### config.mk
export PLATFORM = sky130hd
export DESIGN_NAME = sseg_scan_capture
export DESIGN_NICKNAME = d
export VERILOG_FILES = /design/src/rtl/sseg_pkg.sv /design/src/rtl/sseg_to_hex.sv /design/src/rtl/sseg_scan_capture.sv
export SDC_FILE = /design/constraint.sdc
export NUM_CORES = 1
export LEC_CHECK = 0
export ABC_AREA = 1
export CORE_AREA = 2 2 97 99
export CTS_CLUSTER_DIAMETER = 200
export CTS_CLUSTER_SIZE = 28
export DETAILED_ROUTE_END_ITERATION = 6
export DIE_AREA = 0 0 99 101
export HOLD_SLACK_MARGIN = 0.15
export PLACE_DENSITY_LB_ADDON = 0.05
export SLEW_MARGIN = 20
export SYNTH_ARGS = -nofsm -noshare
export SYNTH_HDL_FRONTEND = slang
export SYNTH_HIERARCHICAL = 1
export SYNTH_SLANG_ARGS = --single-unit
### constraint.sdc
create_clock -name clk -period 4.36 [get_ports clk]
set_input_delay 0.872 -clock clk [delete_from_list [all_inputs] [get_ports clk]]
set_output_delay 0.872 -clock clk [all_outputs]
set_load 0.01 [all_outputs]
### src/rtl/sseg_pkg.sv
// Shared seven-segment definitions: active-low glyphs ({dp,g,f,e,d,c,b,a}),
// the capture FSM state type and anode-select helpers.
package sseg_pkg;

  localparam logic [7:0] SSEG_GLYPH_0 = 8'hC0;
  localparam logic [7:0] SSEG_GLYPH_1 = 8'hF9;
  localparam logic [7:0] SSEG_GLYPH_2 = 8'hA4;
  localparam logic [7:0] SSEG_GLYPH_3 = 8'hB0;
  localparam logic [7:0] SSEG_GLYPH_4 = 8'h99;
  localparam logic [7:0] SSEG_GLYPH_5 = 8'h92;
  localparam logic [7:0] SSEG_GLYPH_6 = 8'h82;
  localparam logic [7:0] SSEG_GLYPH_7 = 8'hF8;
  localparam logic [7:0] SSEG_GLYPH_8 = 8'h80;
  localparam logic [7:0] SSEG_GLYPH_9 = 8'h90;
  localparam logic [7:0] SSEG_GLYPH_A = 8'h88;
  localparam logic [7:0] SSEG_GLYPH_B = 8'h83;
  localparam logic [7:0] SSEG_GLYPH_C = 8'hC6;
  localparam logic [7:0] SSEG_GLYPH_D = 8'hA1;
  localparam logic [7:0] SSEG_GLYPH_E = 8'h86;
  localparam logic [7:0] SSEG_GLYPH_F = 8'h8E;
  localparam logic [7:0] SSEG_BLANK   = 8'hFF;

  localparam int unsigned NUM_DIGITS = 4;

  // SETTLE: waiting for the bus to sit still; HELD: this dwell is already consumed.
  typedef enum logic {
    ST_SETTLE = 1'b0,
    ST_HELD   = 1'b1
  } cap_state_t;

  // {hit, index}: hit is set only when exactly one anode is driven low.
  function automatic logic [2:0] an_select(input logic [3:0] an);
    case (an)
      4'b1110: return {1'b1, 2'd0};
      4'b1101: return {1'b1, 2'd1};
      4'b1011: return {1'b1, 2'd2};
      4'b0111: return {1'b1, 2'd3};
      default: return 3'b000;
    endcase
  endfunction

  function automatic logic an_is_blank(input logic [3:0] an);
    return an == 4'b1111;
  endfunction

endpackage

### src/rtl/sseg_to_hex.sv
// Combinational inverse of the hex glyph table: 7-bit segment pattern to
// {valid, nibble}; unknown patterns report valid = 0 and nibble = 0.
module sseg_to_hex
  import sseg_pkg::*;
(
  input  logic [6:0] seg,
  output logic       valid,
  output logic [3:0] nibble
);

  always_comb begin
    valid  = 1'b1;
    nibble = 4'h0;
    case (seg)
      SSEG_GLYPH_0[6:0]: nibble = 4'h0;
      SSEG_GLYPH_1[6:0]: nibble = 4'h1;
      SSEG_GLYPH_2[6:0]: nibble = 4'h2;
      SSEG_GLYPH_3[6:0]: nibble = 4'h3;
      SSEG_GLYPH_4[6:0]: nibble = 4'h4;
      SSEG_GLYPH_5[6:0]: nibble = 4'h5;
      SSEG_GLYPH_6[6:0]: nibble = 4'h6;
      SSEG_GLYPH_7[6:0]: nibble = 4'h7;
      SSEG_GLYPH_8[6:0]: nibble = 4'h8;
      SSEG_GLYPH_9[6:0]: nibble = 4'h9;
      SSEG_GLYPH_A[6:0]: nibble = 4'hA;
      SSEG_GLYPH_B[6:0]: nibble = 4'hB;
      SSEG_GLYPH_C[6:0]: nibble = 4'hC;
      SSEG_GLYPH_D[6:0]: nibble = 4'hD;
      SSEG_GLYPH_E[6:0]: nibble = 4'hE;
      SSEG_GLYPH_F[6:0]: nibble = 4'hF;
      default: begin
        valid  = 1'b0;
        nibble = 4'h0;
      end
    endcase
  end

endmodule

### src/rtl/sseg_scan_capture.sv
// Demultiplexes a scanned four-digit anode/segment bus into per-digit bytes and
// publishes a coherent frame once all digits are seen. Define SSEG_CAPTURE_DECODE_EN
// to add registered hex decode outputs (hex3..hex0, dec_err).
module sseg_scan_capture
  import sseg_pkg::*;
#(
  parameter int unsigned STABLE_CYCLES = 16,
  parameter int unsigned CNT_W         = 16
) (
  input  logic       clk,
  input  logic       reset,
  input  logic [3:0] an,
  input  logic [7:0] sseg,
  output logic [7:0] disp3,
  output logic [7:0] disp2,
  output logic [7:0] disp1,
  output logic [7:0] disp0,
  output logic       frame_valid,
`ifdef SSEG_CAPTURE_DECODE_EN
  output logic [3:0] hex3,
  output logic [3:0] hex2,
  output logic [3:0] hex1,
  output logic [3:0] hex0,
  output logic [3:0] dec_err,
`endif
  output logic       an_err
);

  localparam logic [CNT_W-1:0] CNT_ACCEPT = CNT_W'(STABLE_CYCLES - 1);
  localparam logic [CNT_W-1:0] CNT_SAT    = CNT_W'(STABLE_CYCLES);

  logic [3:0]       an_q;
  logic [7:0]       sseg_q;
  logic [CNT_W-1:0] stab_cnt;
  cap_state_t       state;
  logic [7:0]       dig [NUM_DIGITS];
  logic [3:0]       seen;

  logic       change;
  logic       accept;
  logic [2:0] sel;
  logic       hit;
  logic [1:0] idx;
  logic       multi;
  logic [3:0] seen_cap;
  logic       complete;

  // A change is judged as the input register loads, so the counter tracks the
  // age of the registered copy and a change on the accept cycle wins.
  always_comb begin
    change   = {an, sseg} != {an_q, sseg_q};
    accept   = (state == ST_SETTLE) && !change && (stab_cnt == CNT_ACCEPT);
    sel      = an_select(an_q);
    hit      = sel[2];
    idx      = sel[1:0];
    multi    = !hit && !an_is_blank(an_q);
    seen_cap = seen | (4'b0001 << idx);
    complete = seen_cap == 4'b1111;
  end

  always_ff @(posedge clk or posedge reset) begin
    if (reset) begin
      an_q        <= 4'hF;
      sseg_q      <= SSEG_BLANK;
      stab_cnt    <= '0;
      state       <= ST_SETTLE;
      seen        <= 4'b0000;
      for (int i = 0; i < NUM_DIGITS; i++) dig[i] <= SSEG_BLANK;
      disp0       <= SSEG_BLANK;
      disp1       <= SSEG_BLANK;
      disp2       <= SSEG_BLANK;
      disp3       <= SSEG_BLANK;
      frame_valid <= 1'b0;
      an_err      <= 1'b0;
    end else begin
      an_q        <= an;
      sseg_q      <= sseg;
      frame_valid <= 1'b0;
      an_err      <= 1'b0;
      if (change) begin
        stab_cnt <= '0;
        state    <= ST_SETTLE;
      end else begin
        if (stab_cnt != CNT_SAT) stab_cnt <= stab_cnt + CNT_W'(1);
        if (accept) begin
          state <= ST_HELD;
          if (hit) begin
            dig[idx] <= sseg_q;
            if (complete) begin
              // Frame publishes the just-captured byte in place of its stale copy.
              disp0       <= (idx == 2'd0) ? sseg_q : dig[0];
              disp1       <= (idx == 2'd1) ? sseg_q : dig[1];
              disp2       <= (idx == 2'd2) ? sseg_q : dig[2];
              disp3       <= (idx == 2'd3) ? sseg_q : dig[3];
              frame_valid <= 1'b1;
              seen        <= 4'b0000;
            end else begin
              seen <= seen_cap;
            end
          end else if (multi) begin
            an_err <= 1'b1;
          end
        end
      end
    end
  end

`ifdef SSEG_CAPTURE_DECODE_EN
  logic [6:0] disp_seg [NUM_DIGITS];
  logic [3:0] nib      [NUM_DIGITS];
  logic [3:0] ok;

  assign disp_seg[0] = disp0[6:0];
  assign disp_seg[1] = disp1[6:0];
  assign disp_seg[2] = disp2[6:0];
  assign disp_seg[3] = disp3[6:0];

  for (genvar g = 0; g < NUM_DIGITS; g++) begin : g_dec
    sseg_to_hex u_dec (
      .seg    (disp_seg[g]),
      .valid  (ok[g]),
      .nibble (nib[g])
    );
  end

  // disp* is already updated while frame_valid is high, so decode follows one cycle later.
  always_ff @(posedge clk or posedge reset) begin
    if (reset) begin
      hex0    <= 4'h0;
      hex1    <= 4'h0;
      hex2    <= 4'h0;
      hex3    <= 4'h0;
      dec_err <= 4'h0;
    end else if (frame_valid) begin
      hex0    <= nib[0];
      hex1    <= nib[1];
      hex2    <= nib[2];
      hex3    <= nib[3];
      dec_err <= ~ok;
    end
  end
`endif

endmodule

==> run summary, run 1 <==
The cell count after synthesis came out at 630. Measured along the x axis, the die boundary spans 99 µm. Fraction of the mapped netlist area in compound gates: 6.23%. STA classifies the critical path endpoint as a flop. Row generation in the floorplan step produced 35 rows. The dominant combinational cell family by area after synthesis was simple AND/OR/NAND/NOR gates.

The share of synthesized area in the top cell type comes to 39.8%. The tools report the max-slew violation count as 0. In this run the tool buffered the top-level ports with 47 buffer cells. The average cell area after synthesis is 7.97 µm², and the maximum clock rate is 335 MHz. The clock passes through at most 2 buffers. For the final database, setup skew stands at 12.0 ps. Worst min-delay path category: reg2reg.

In this run, post-CTS repair resized a total of 0 instances. By area the synthesized netlist is led by sky130_fd_sc_hd__dfstp_2, sky130_fd_sc_hd__nand2_1, sky130_fd_sc_hd__dfrtp_1. In the routed design, unresolved DRC markers number 0. The worst pin sits at a relative slew slack of 28.6%. The shortest period the worst path allows came out at 2990 ps. The routed design has 11200 µm of wire. At the worst endpoint, the required time is 4660 ps. The number of warnings reported in the yosys synthesis log is 6, and the average vias per placed instance is 5.35. The simple-gate area share of the yosys netlist is 34.2%, and the final hold violation count is 0.

For the number of different library cells in the post-synthesis netlist, the log shows 27. Counting every net in the synthesized netlist gives 646. For the diode insertion count for antenna repair, the log shows 0. The die covers 10000 µm².

Of the available clock period, the critical path in the final layout requires 68.5%. The flow ran to the end, and the final reports show no timing, DRC or antenna violations. Of all cell types, the one taking the most synthesized area is sky130_fd_sc_hd__dfstp_2. For this configuration, the core starts out at a cell density of 55.9%. The final number of setup-violating endpoints came out at 0. The data arrival time at the worst-slack endpoint was 3280 ps. The post-synthesis sequential area ratio is 51.3%.

Type of element launching the critical path: a flop. Summed over all failing endpoints, the final setup total negative slack is 0 ps. For the wire length of the first global-routing pass, the log shows 18900 µm. Yosys instantiated no cell more often than sky130_fd_sc_hd__nand2_1. Tightest hold margin: 465 ps. The logs give 0 for the buffer count from post-CTS setup fixing and 0 for the max-capacitance violation count.

Xor-xnor portion of the synthesized cell area: 0.524%. In this run the clock root is driven by a sky130_fd_sc_hd__clkbuf_8. The post-synthesis mux area share works out to 0%. All-layer global routing usage: 23.8%. The final weighted congestion of routability-driven global placement was 0.859. For the initial antenna violation count, the log shows 0. The logs give 4198 for the via count of the routed design and 5020 µm² for the synthesized area.

TritonCTS sink count: 99. Total power density per cell area: 292 nW/µm². The most used flip-flop cell after synthesis is sky130_fd_sc_hd__dfstp_2. Dividing the detail-routed wire length by the instance count gives 14.2 µm. The number of flops mapped to enable cells by yosys was 0; the clock-pin slew of the registers on the worst-case setup and hold paths was 100 ps. The run gives 48 as the number of top-level pins. The post-detailed-route count of antenna-violating nets is 0.

The via count of the first global-routing pass was 3833. The transition time at the pin with the least slew margin works out to 1070 ps. By count the netlist is led by sky130_fd_sc_hd__nand2_1, sky130_fd_sc_hd__dfstp_2, sky130_fd_sc_hd__nand4_1.

The number of synthesized register bits came out at 99. Clock latency on the worst-skew pair, taken at its later pin, is 370 ps. For the area of the placeable core, the log shows 8980 µm².

In this run, CTS created clock tree buffers numbering 9. The H-tree was split into 3 levels. Entering global routing, the biggest net connects 45 pins.

The run gives 0 as the global route total overflow. TritonCTS built the clock tree. The critical-path maximum fanout was 36. Setup repair after global routing left no endpoint under its margin. Counting the fill cells in the layout gives 774. Worst-case vdd ir drop: 0.159 mV.

The HPWL after detailed placement is 7970 µm. The net count reported at finish is 684, and the share of layout cells above drive strength 1 is 18.6%. Summed over all cells, the static leakage comes to 2.59 nW.

The first detailed-routing pass ran for 5 iterations. The number of hold buffers added after CTS was 0. The run gives 321 as the detailed router's first-iteration violation count. The critical path is of the reg2reg type. Of all flip-flops after synthesis, the portion carrying an async set or reset was 100%. The area growth from synthesis to layout was 14.7%; the die span in y was 101 µm.

The arithmetic-cell share of the synthesized area counting full adders, half adders and majority gates came out at 0.499%.
## through the flow
step	setup slack [ps]	area [µm²]	std cells	power [W]	util (%)
5_1_grt	1020	5760	784	0.00175	64.1
3_5_place_dp	1120	5540	768	0.00107	61.7
4_1_cts	1410	5760	784	0.00169	64.1
3_3_place_gp	1170	5540	768	0.00106	61.7
2_1_floorplan	1020	5020	630	0.00103	-
6_report	1370	5760	784	0.00168	64.1
## cell usage in the layout, fill, tap and decap left out, drive strengths merged
master,count
nand2,248
dfstp,76
nand4,53
inv,53
clkdlybuf4s50,47
nand3,42
o21ai,41
nor2,34
dfrtp,23
a21oi,13
clkbuf,11
clkinv,9
buf,7
nor3,5
xnor2,3
nor4,2
ha,2
o2111ai,1
o211a,1
a31oi,1
bufinv,1
## power by group
| group | leakage (nW) | switching, W | internal, W |
|---|---|---|---|
| logic | 1.37 | 0.0000779 | 0.0000299 |
| clock network | 0.109 | 0.000327 | 0.000299 |
| registers | 1.11 | 0.0000124 | 0.000932 |
| total | 2.59 | 0.000417 | 0.00126 |
## layer usage
| layer | GRT usage [%] | share of wire (%) | vias to the layer above |
|---|---|---|---|
| met4 | 8.01 | 2.2 | 0 |
| met2 | 37.3 | 45 | 118 |
| met1 | 34.6 | 49 | 1928 |
| li1 | - | - | 2129 |
| met5 | 0 | 0 | - |
| met3 | 2.98 | 4.4 | 23 |
## path summary, 6_finish.rpt
kind | to | slack [ps] | depth (start not counted) | start
setup / recovery | disp0[5]$_DFFE_PP1P_ | 1370 | 8 | an_q[3]$_DFF_PP1_
hold / removal | dig[1]$_DFFE_PP1P_ | 470 | 2 | dig[1]$_DFFE_PP1P_
setup reg to reg | disp0[5]$_DFFE_PP1P_ | 1370 | 8 | an_q[3]$_DFF_PP1_
hold reg to reg | dig[1]$_DFFE_PP1P_ | 470 | 2 | dig[1]$_DFFE_PP1P_
max in group asynchronous | disp1[6]$_DFFE_PP1P_ | 2560 | 3 | reset
min in group asynchronous | frame_valid$_DFF_PP0_ | 910 | 2 | reset
## critical path: stages (launching register included)
cell	delay, ps
sky130_fd_sc_hd__dfstp_2	580
sky130_fd_sc_hd__inv_2	40
sky130_fd_sc_hd__nand3_1	180
sky130_fd_sc_hd__buf_4	270
sky130_fd_sc_hd__nand3_2	310
sky130_fd_sc_hd__a21oi_4	810
sky130_fd_sc_hd__nand3_4	450
sky130_fd_sc_hd__nand2_1	170
sky130_fd_sc_hd__nand2_1	70
## cell type report
type,instances,area [µm²],share of cell area (%)
timing repair buffer,54,523,9.09
clock inverter,5,61.3,1.07
sequential,99,2570,44.7
inverter,58,219,3.80
multi-input combinational,446,2090,36.3
tap,111,139,2.41
clock buffer,11,151,2.63
## kinds of logic (layout without fill, tap and decap cells)
kind of cell	Yosys count	count (layout)
AND/OR/NAND/NOR	384	384
flip-flops	99	99
buffers and inverters	85	128
AO/OA/AOI/OAI	57	57
XOR/XNOR	3	3
adder cells (fa/ha/maj)	2	2
## state kept, by name (all words and copies together) (netlist names)
| signal | flops |
|---|---|
| disp2 | 8 |
| disp1 | 8 |
| frame_valid | 1 |
| an_q | 4 |
| disp0 | 8 |
| seen | 4 |
| sseg_q | 8 |
| disp3 | 8 |
| state | 1 |
| dig | 32 |
| an_err | 1 |
| stab_cnt | 16 |
Power figures use the tool's default switching activity.
==> run 2, diff against run 1 <==
--- a/config.mk
+++ b/config.mk
@@ -6,11 +6,11 @@
 export NUM_CORES = 1
 export LEC_CHECK = 0
 export ABC_AREA = 1
-export CORE_AREA = 2 2 97 99
+export CORE_AREA = 2 2 102 104
 export CTS_CLUSTER_DIAMETER = 200
 export CTS_CLUSTER_SIZE = 28
 export DETAILED_ROUTE_END_ITERATION = 6
-export DIE_AREA = 0 0 99 101
+export DIE_AREA = 0 0 104 106
 export HOLD_SLACK_MARGIN = 0.15
 export PLACE_DENSITY_LB_ADDON = 0.05
 export SLEW_MARGIN = 20
==> constraint.sdc (replaced) <==
create_clock -name clk -period 2.7 [get_ports clk]
set_input_delay 0.54 -clock clk [delete_from_list [all_inputs] [get_ports clk]]
set_output_delay 0.54 -clock clk [all_outputs]
set_load 0.01 [all_outputs]
==> run 2 against run 1 <==
  * Sequential share of layout area decreased by 0.54 points
  * Clock power up 46%
  * Via count up 1.7%
  * Clock-buffer cell count is the same
  * Flip-flop and latch count unchanged
  * Fmax increased by 26%
  * Hold slack lost 1.4 ps
  * Cell count is 3.8% higher
  * Global-route usage shrank 1.5 points
  * First-iteration DRC count down 26%
  * Combinational power is 69% higher
  * Largest power group unchanged
==> run summary, run 2 (synthesis results as in run 1) <==
The worst setup slack after layout is 326 ps (was 1370 ps). Critical-path cell with the highest stage delay: sky130_fd_sc_hd__dfstp_2 (was sky130_fd_sc_hd__a21oi_4). The final routed DRC violation total is 0 (unchanged). The die span in y was 106 µm (was 101 µm).

The post-detailed-route count of antenna-violating nets is 0 (unchanged). The worst min-delay path category was reg2reg (unchanged). The tools report the effective utilization at floorplan as 50.2% (was 55.9%). The shortest period the worst path allows works out to 2370 ps (was 2990 ps). For the total wire length, the log shows 11600 µm (was 11200 µm).

The count of buffers from port buffering came out at 47 (unchanged). Die area: 11000 µm² (was 10000 µm²). For the H-tree depth, the log shows 3 (unchanged). The count of fill cells added during filler insertion is 961 (was 774), and the all-layer global routing usage is 22.3% (was 23.8%). The total power density per cell area is 451 nW/µm² (was 292 nW/µm²), and the diode insertion count for antenna repair is 0 (unchanged). Type of element launching the critical path: a flop (unchanged). The detail-routed net length per standard cell was 14.2 µm (about the same). Critical-path maximum fanout: 33 (was 36). For the final number of setup-violating endpoints, the log shows 0 (unchanged). The final cycle utilization of the critical path was 87.9% (was 68.5%); the area growth from synthesis to layout was 16.1% (was 14.7%). The TritonCTS sink count is 99 (unchanged). For the clock skew, the log shows 8.22 ps (was 12.0 ps). The final hold violation count is 0 (unchanged).

Largest register by flop count: dig (unchanged). Cell-by-cell listing of the critical path: inv_1, nand4_1, buf_4, nand3_2, a21oi_4, nand3_4, nand2_1, nand2_1 (was inv_2, nand3_1, buf_4, nand3_2, a21oi_4, nand3_4, nand2_1, nand2_1). The run gives 0.00263 W (was 0.00168 W) as the overall power of the completed layout. The most common cell after layout, fill and taps aside is sky130_fd_sc_hd__nand2_1 (unchanged). Final weighted congestion of routability-driven global placement: 0.855 (was 0.859). The tools report the origin of the worst min-delay path as disp1[1]$_DFFE_PP1P_ (was dig[1]$_DFFE_PP1P_).

The flip-flop count of the largest register after layout is 32 (unchanged). The buffer type at the clock tree root is sky130_fd_sc_hd__clkbuf_8 (unchanged). The tools report the number of buffers created by CTS as 9 (unchanged).

Top library cells by usage in the layout, fill and taps aside: sky130_fd_sc_hd__nand2_1, sky130_fd_sc_hd__dfstp_2, sky130_fd_sc_hd__nand4_1, sky130_fd_sc_hd__clkdlybuf4s50_1 (unchanged). The run gives 37 (was 35) as the number of core rows. The detailed router's first-iteration violation count is 236 (was 321), and the area of the placeable core is 10000 µm² (was 8980 µm²). The maximum buffer depth of the clock tree was 2 (unchanged). The depth of the worst register-to-register path is 8 (unchanged). For the worst-case vdd ir drop, the log shows 0.252 mV (was 0.159 mV). TritonCTS built the clock tree.

The worst slack at placement is 63.8 ps (was 1120 ps), and the final sum of negative setup slack is 0 ps (unchanged). The leakage power figure is 2.60 nW (was 2.59 nW), and the share of layout cells above drive strength 1 is 19.0% (was 18.6%). Registers with the highest flip-flop counts: dig x32, stab_cnt x16 (unchanged). The data arrival time at the worst-slack endpoint is 2670 ps (was 3280 ps), and the max-capacitance violation count is 0 (unchanged). The required time at the endpoint of the critical path came out at 3000 ps (was 4660 ps). The tools report the largest net degree at the start of global routing as 100 (was 45).

The category of the critical setup timing path was reg2reg (unchanged). The flow ran to the end, and the final reports show no timing, DRC or antenna violations. The capturing point of the worst reg2reg path is disp2[4]$_DFFE_PP1P_ (was disp0[5]$_DFFE_PP1P_).

The average vias per placed instance came out at 5.24 (was 5.35). The tools report the storage element area as 2570 µm² (unchanged). Buffer count from post-CTS setup fixing: 0 (unchanged).

The tools report the startpoint of the worst-slack reg-to-reg timing path as an_q[1]$_DFF_PP1_ (was an_q[3]$_DFF_PP1_). The logs give 4269 (was 4198) for the via count of the routed design and 330 ps (was 1370 ps) for the flop-to-flop setup slack. Maximum clock rate: 421 MHz (was 335 MHz).

The global route total overflow is 0 (unchanged), and the net count reported at finish is 689 (was 684). The HPWL after detailed placement came out at 7880 µm (was 7970 µm). The combined area of the multi-input logic cells came out at 2090 µm² (unchanged). Max-slew violation count: 0 (unchanged). The largest stage delay on the critical path is 560 ps (was 810 ps). The relative max-transition margin is 44.4% (was 28.6%), and the number of detailed-routing iterations run before antenna repair is 5 (unchanged). Setup repair after global routing left no endpoint under its margin. The worst hold path depth came out at 2 (unchanged). The via count of the first global-routing pass was 4080 (was 3833).

Sink of the worst hold path: disp1[1]$_DFFE_PP1P_ (was dig[1]$_DFFE_PP1P_). The clock latency on the worst-skew pair is 360 ps (was 370 ps). The transition time at the pin with the least slew margin is 834 ps (was 1070 ps). Number of gates resized after CTS: 0 (unchanged). The clock-pin slew of the registers on the worst-case setup and hold paths is 90 ps (was 100 ps).

The critical path's most frequent cell is sky130_fd_sc_hd__nand2_1 (unchanged). The endpoint kind of the worst setup timing path is a flop (unchanged). The initial antenna violation count is 0 (unchanged). The number of top-level pins came out at 48 (unchanged). For the wire length of the first global-routing pass, the log shows 19600 µm (was 18900 µm).

The die extent in x works out to 104 µm (was 99 µm). For the post-cts hold buffer count, the log shows 0 (unchanged).
## run 2: cell count changes in the layout (fill, tap and decap cells not counted)
| cell | previous run | this run |
|---|---|---|
| sky130_fd_sc_hd__buf_4 | 7 | 10 |
| sky130_fd_sc_hd__clkinv_4 | 3 | 0 |
| sky130_fd_sc_hd__clkinvlp_4 | 0 | 3 |
| sky130_fd_sc_hd__buf_12 | 0 | 2 |
| sky130_fd_sc_hd__clkbuf_8 | 11 | 9 |
| sky130_fd_sc_hd__bufinv_16 | 1 | 0 |
| sky130_fd_sc_hd__clkbuf_1 | 0 | 1 |
| sky130_fd_sc_hd__clkbuf_16 | 0 | 1 |
| sky130_fd_sc_hd__inv_6 | 0 | 1 |
## run 2: cell type report
cell class | instances | share of cell area (%)
Clock buffer | 11 | 2.62
Clock inverter | 5 | 0.580
Inverter | 58 | 3.80
Multi-Input combinational cell | 446 | 35.9
Sequential cell | 99 | 44.2
Tap cell | 136 | 2.92
Timing Repair Buffer | 59 | 10.1
## run 2: power by group
part           switching, W  internal [W]
Combinational      0.000130     0.0000523
Clock              0.000525      0.000392
Sequential        0.0000209       0.00150
Total              0.000676       0.00195
## run 2: worst max path at each step
stage	startpoint	end	slack (ps)	cells past startpoint
floorplan	sseg_q[4]$_DFF_PP1_	disp0[2]$_DFFE_PP1P_	850	10
global placement	an[3]	disp2[1]$_DFFE_PP1P_	160	9
detailed placement	sseg[0]	disp2[4]$_DFFE_PP1P_	60	11
CTS	an_q[1]$_DFF_PP1_	disp2[4]$_DFFE_PP1P_	340	8
global route	an_q[1]$_DFF_PP1_	disp3[7]$_DFFE_PP1P_	150	8
finish	an_q[1]$_DFF_PP1_	disp2[4]$_DFFE_PP1P_	330	8
## run 2: per-stage QoR
stage	hold slack, ps	std cells	area (µm²)	utilization, %
floorplan	442	630	5020	-
global placement	450	798	5640	56.4
detailed placement	452	798	5640	56.4
CTS	467	814	5830	58.3
global route	480	814	5830	58.3
finish	464	814	5830	58.3
## run 2: worst max-delay path, delay by kind of cell, from the launching register on
| kind | cells | cell delay [ps] |
|---|---|---|
| simple gates | 5 | 950 |
| compound gates | 1 | 440 |
| flops | 1 | 560 |
| buf+inv | 2 | 340 |
## run 2: per-layer routing
| metal | wire (µm) | track usage (%) | part of all wire [%] | vias to the layer above |
|---|---|---|---|---|
| met1 | 5130 | 28.4 | 44 | 2009 |
| met3 | 550 | 3.43 | 4.8 | 15 |
| met5 | 0 | 0 | 0 | - |
| met4 | 282 | 9.07 | 2.4 | 0 |
| li1 | - | - | - | 2139 |
| met2 | 5600 | 38.1 | 48 | 106 |
==> run 3, diff against run 2 <==
==> constraint.sdc (replaced) <==
create_clock -name clk -period 1.9 [get_ports clk]
set_input_delay 0.38 -clock clk [delete_from_list [all_inputs] [get_ports clk]]
set_output_delay 0.38 -clock clk [all_outputs]
set_load 0.01 [all_outputs]
==> run 3 against run 2 <==
  * The flow now finishes with violations (setup timing)
  * Register-to-register slack got worse by 360 ps
  * Worst setup slack got worse by 360 ps
  * Flip-flop and latch count unchanged
  * Sequential share of layout area decreased by 5.0 points
  * Power increased by 53%
  * Clock power increased by 64%
  * Routed wire length increased by 10%
  * Via count increased by 6.6%
  * Fmax increased by 23%
  * Hold slack got worse by 300 ps
  * Sequential power increased by 41%
  * Largest power group unchanged
==> run summary, run 3 (synthesis results as in run 1) <==
The diode insertion count for antenna repair is 0 (unchanged). The met3 wire length is 589 µm (was 550 µm), and the die area is 11000 µm² (unchanged). The HPWL after detailed placement was 8220 µm (was 7880 µm).

The worst slack at placement came out at -290 ps (was 63.8 ps). The critical-path cell with the highest stage delay was sky130_fd_sc_hd__dfstp_2 (unchanged). The leakage power figure is 2.93 nW (was 2.60 nW). The detailed router's first-iteration violation count came out at 236 (unchanged). The number of buffers created by CTS was 9 (unchanged); the critical-path maximum fanout was 8 (was 33). Placed cell count: 827 (was 798). The flow ran to the end, but the final reports show violations.

The final weighted congestion of routability-driven global placement is 0.853 (was 0.855). The TritonCTS sink count is 99 (unchanged). For the worst setup slack after layout, the log shows -30.9 ps (was 326 ps). Category of the critical setup timing path: reg2reg (unchanged). Setup repair after global routing could not meet its margin everywhere.

Post-detailed-route count of antenna-violating nets: 0 (unchanged). Top library cells by usage in the layout, fill and taps aside: sky130_fd_sc_hd__nand2_1, sky130_fd_sc_hd__dfstp_2, sky130_fd_sc_hd__nand4_1, sky130_fd_sc_hd__clkdlybuf4s50_1, sky130_fd_sc_hd__buf_4 (was sky130_fd_sc_hd__nand2_1, sky130_fd_sc_hd__dfstp_2, sky130_fd_sc_hd__nand4_1, sky130_fd_sc_hd__clkdlybuf4s50_1). The met1 layer wirelength in the final routing is 5620 µm (was 5130 µm), and the total wire length is 12700 µm (was 11600 µm). Maximum clock rate: 518 MHz (was 421 MHz). The die extent in x was 104 µm (unchanged); the final cycle utilization of the critical path was 102% (was 87.9%).

Buffer type at the clock tree root: sky130_fd_sc_hd__clkbuf_8 (unchanged). Via count of the first global-routing pass: 3997 (was 4080). The flip-flop count of the largest register after layout came out at 32 (unchanged). The detail-routed net length per standard cell works out to 14.8 µm (was 14.2 µm). Cell-by-cell listing of the critical path: nand2_1, nand2_1, nand2_1, nor2_2, nand3_4, buf_6, nor2_4, clkbuf_16, nand4_1, nand2_1 (was inv_1, nand4_1, buf_4, nand3_2, a21oi_4, nand3_4, nand2_1, nand2_1). The count of buffers from port buffering is 47 (unchanged).

For the clock latency on the worst-skew pair, the log shows 370 ps (was 360 ps). The largest stage delay on the critical path came out at 600 ps (was 560 ps). The all-layer global routing usage is 21.9% (was 22.3%), and the required time at the endpoint of the critical path is 2210 ps (was 3000 ps). TritonCTS built the clock tree.

The logs give 50.2% (unchanged) for the effective utilization at floorplan and 0 (unchanged) for the final hold violation count. The transition time at the pin with the least slew margin was 512 ps (was 834 ps). The total power density per cell area came out at 614 nW/µm² (was 451 nW/µm²). The die span in y came out at 106 µm (unchanged). For the via count of the routed design, the log shows 4552 (was 4269). The run gives 863 (was 814) as the final non-filler cell total. Worst min-delay path category: in2reg (was reg2reg). The critical path's most frequent cell is sky130_fd_sc_hd__nand2_1 (unchanged). The tools report the initial antenna violation count as 0 (unchanged).

The type of element launching the critical path was a flop (unchanged). For the final routed DRC violation total, the log shows 0 (unchanged). The run gives 9 (was 0) as the final number of setup-violating endpoints.

The highest signal layer in the routed design was met4 (unchanged). The relative max-transition margin was 65.9% (was 44.4%). Registers with the highest flip-flop counts: dig x32, stab_cnt x16 (unchanged). The H-tree depth was 3 (unchanged); the shortest period the worst path allows was 1930 ps (was 2370 ps). The wire length of the first global-routing pass was 19200 µm (was 19600 µm). The share of layout cells above drive strength 1 was 28.6% (was 19.0%); the clock skew was 12.7 ps (was 8.22 ps). The max-capacitance violation count was 0 (unchanged); the average vias per placed instance was 5.27 (was 5.24).

The max-slew violation count is 0 (unchanged), and the area of the placeable core is 10000 µm² (unchanged). The worst path buffer plus inverter count was 2 (unchanged); the data arrival time at the worst-slack endpoint was 2240 ps (was 2670 ps). Worst-case vdd ir drop: 0.329 mV (was 0.252 mV). The clock-pin slew of the registers on the worst-case setup and hold paths came out at 90 ps (about the same).

The largest register by flop count was dig (unchanged). The largest net degree at the start of global routing was 100 (unchanged); the met2 routed wirelength was 6150 µm (was 5600 µm). The area growth from synthesis to layout is 30.7% (was 16.1%), and the global route total overflow is 0 (unchanged). The logs give 738 (was 689) for the net count reported at finish and 37 (unchanged) for the number of core rows. The maximum buffer depth of the clock tree is 2 (unchanged). The number of top-level pins was 48 (unchanged). The kind of cell adding the most delay to the critical path is simple AND/OR/NAND/NOR gates (unchanged). The tools report the endpoint kind of the worst setup timing path as a flop (unchanged). The most common cell after layout, fill and taps aside was sky130_fd_sc_hd__nand2_1 (unchanged). The number of detailed-routing iterations run before antenna repair is 5 (unchanged).

Overall power of the completed layout: 0.00403 W (was 0.00263 W). The final reports fail on setup timing.
[run 3: what timing repair did]
action | CTS | global route
hold buffers | 0 | 0
setup endpoints to repair | 0 | 75
gates resized for setup | 0 | 47
buffers inserted | 0 | 14
[run 3: worst paths after layout]
kind,from,to,slack (ps),cells after the start
max,sseg_q[6]$_DFF_PP1_,dig[18]$_DFFE_PP1P_,-30,10
min,sseg[3],sseg_q[3]$_DFF_PP1_,170,1
max reg2reg,sseg_q[6]$_DFF_PP1_,dig[18]$_DFFE_PP1P_,-30,10
min reg2reg,disp1[3]$_DFFE_PP1P_,disp1[3]$_DFFE_PP1P_,460,2
max in group asynchronous,reset,an_q[2]$_DFF_PP1_,990,3
min in group asynchronous,reset,frame_valid$_DFF_PP0_,500,3
[run 3: cell type report]
type / count / area, µm²
fillers: 854 / 3440
flip-flops and latches: 99 / 2570
multi-input cells: 446 / 2240
repair buffers: 108 / 1130
inverters: 58 / 234
well taps: 136 / 170
clock buffers: 12 / 135
clock inverters: 4 / 76.3
[run 3: worst reg2reg max path, stage by stage, from the launching register on]
cell,delay (ps)
sky130_fd_sc_hd__dfstp_2,600
sky130_fd_sc_hd__nand2_1,70
sky130_fd_sc_hd__nand2_1,70
sky130_fd_sc_hd__nand2_1,90
sky130_fd_sc_hd__nor2_2,180
sky130_fd_sc_hd__nand3_4,130
sky130_fd_sc_hd__buf_6,140
sky130_fd_sc_hd__nor2_4,230
sky130_fd_sc_hd__clkbuf_16,210
sky130_fd_sc_hd__nand4_1,90
sky130_fd_sc_hd__nand2_1,80
[run 3: metal layers]
layer	vias up	track usage [%]
met2	139	37.5
met4	0	7.43
met1	2141	28.7
met5	-	0
li1	2241	-
met3	31	3.00
[run 3: stage by stage]
| stage | setup TNS [ps] | cell area [µm²] | hold WS [ps] | utilization (%) |
|---|---|---|---|---|
| 4_1_cts | 0 | 6140 | 451 | 61.4 |
| 3_3_place_gp | -15570 | 5930 | 448 | 59.3 |
| 6_report | -139 | 6560 | 167 | 65.6 |
| 2_1_floorplan | 0 | 5020 | 384 | - |
| 3_5_place_dp | -18540 | 5930 | 452 | 59.3 |
| 5_1_grt | -2760 | 6560 | 166 | 65.6 |
[run 3: power breakdown]
| group | leakage, nW | internal [W] | total, W | switching, W |
|---|---|---|---|---|
| Combinational | 1.72 | 0.000143 | 0.000370 | 0.000228 |
| Sequential | 1.11 | 0.00214 | 0.00215 | 0.0000164 |
| Clock | 0.101 | 0.000750 | 0.00150 | 0.000751 |
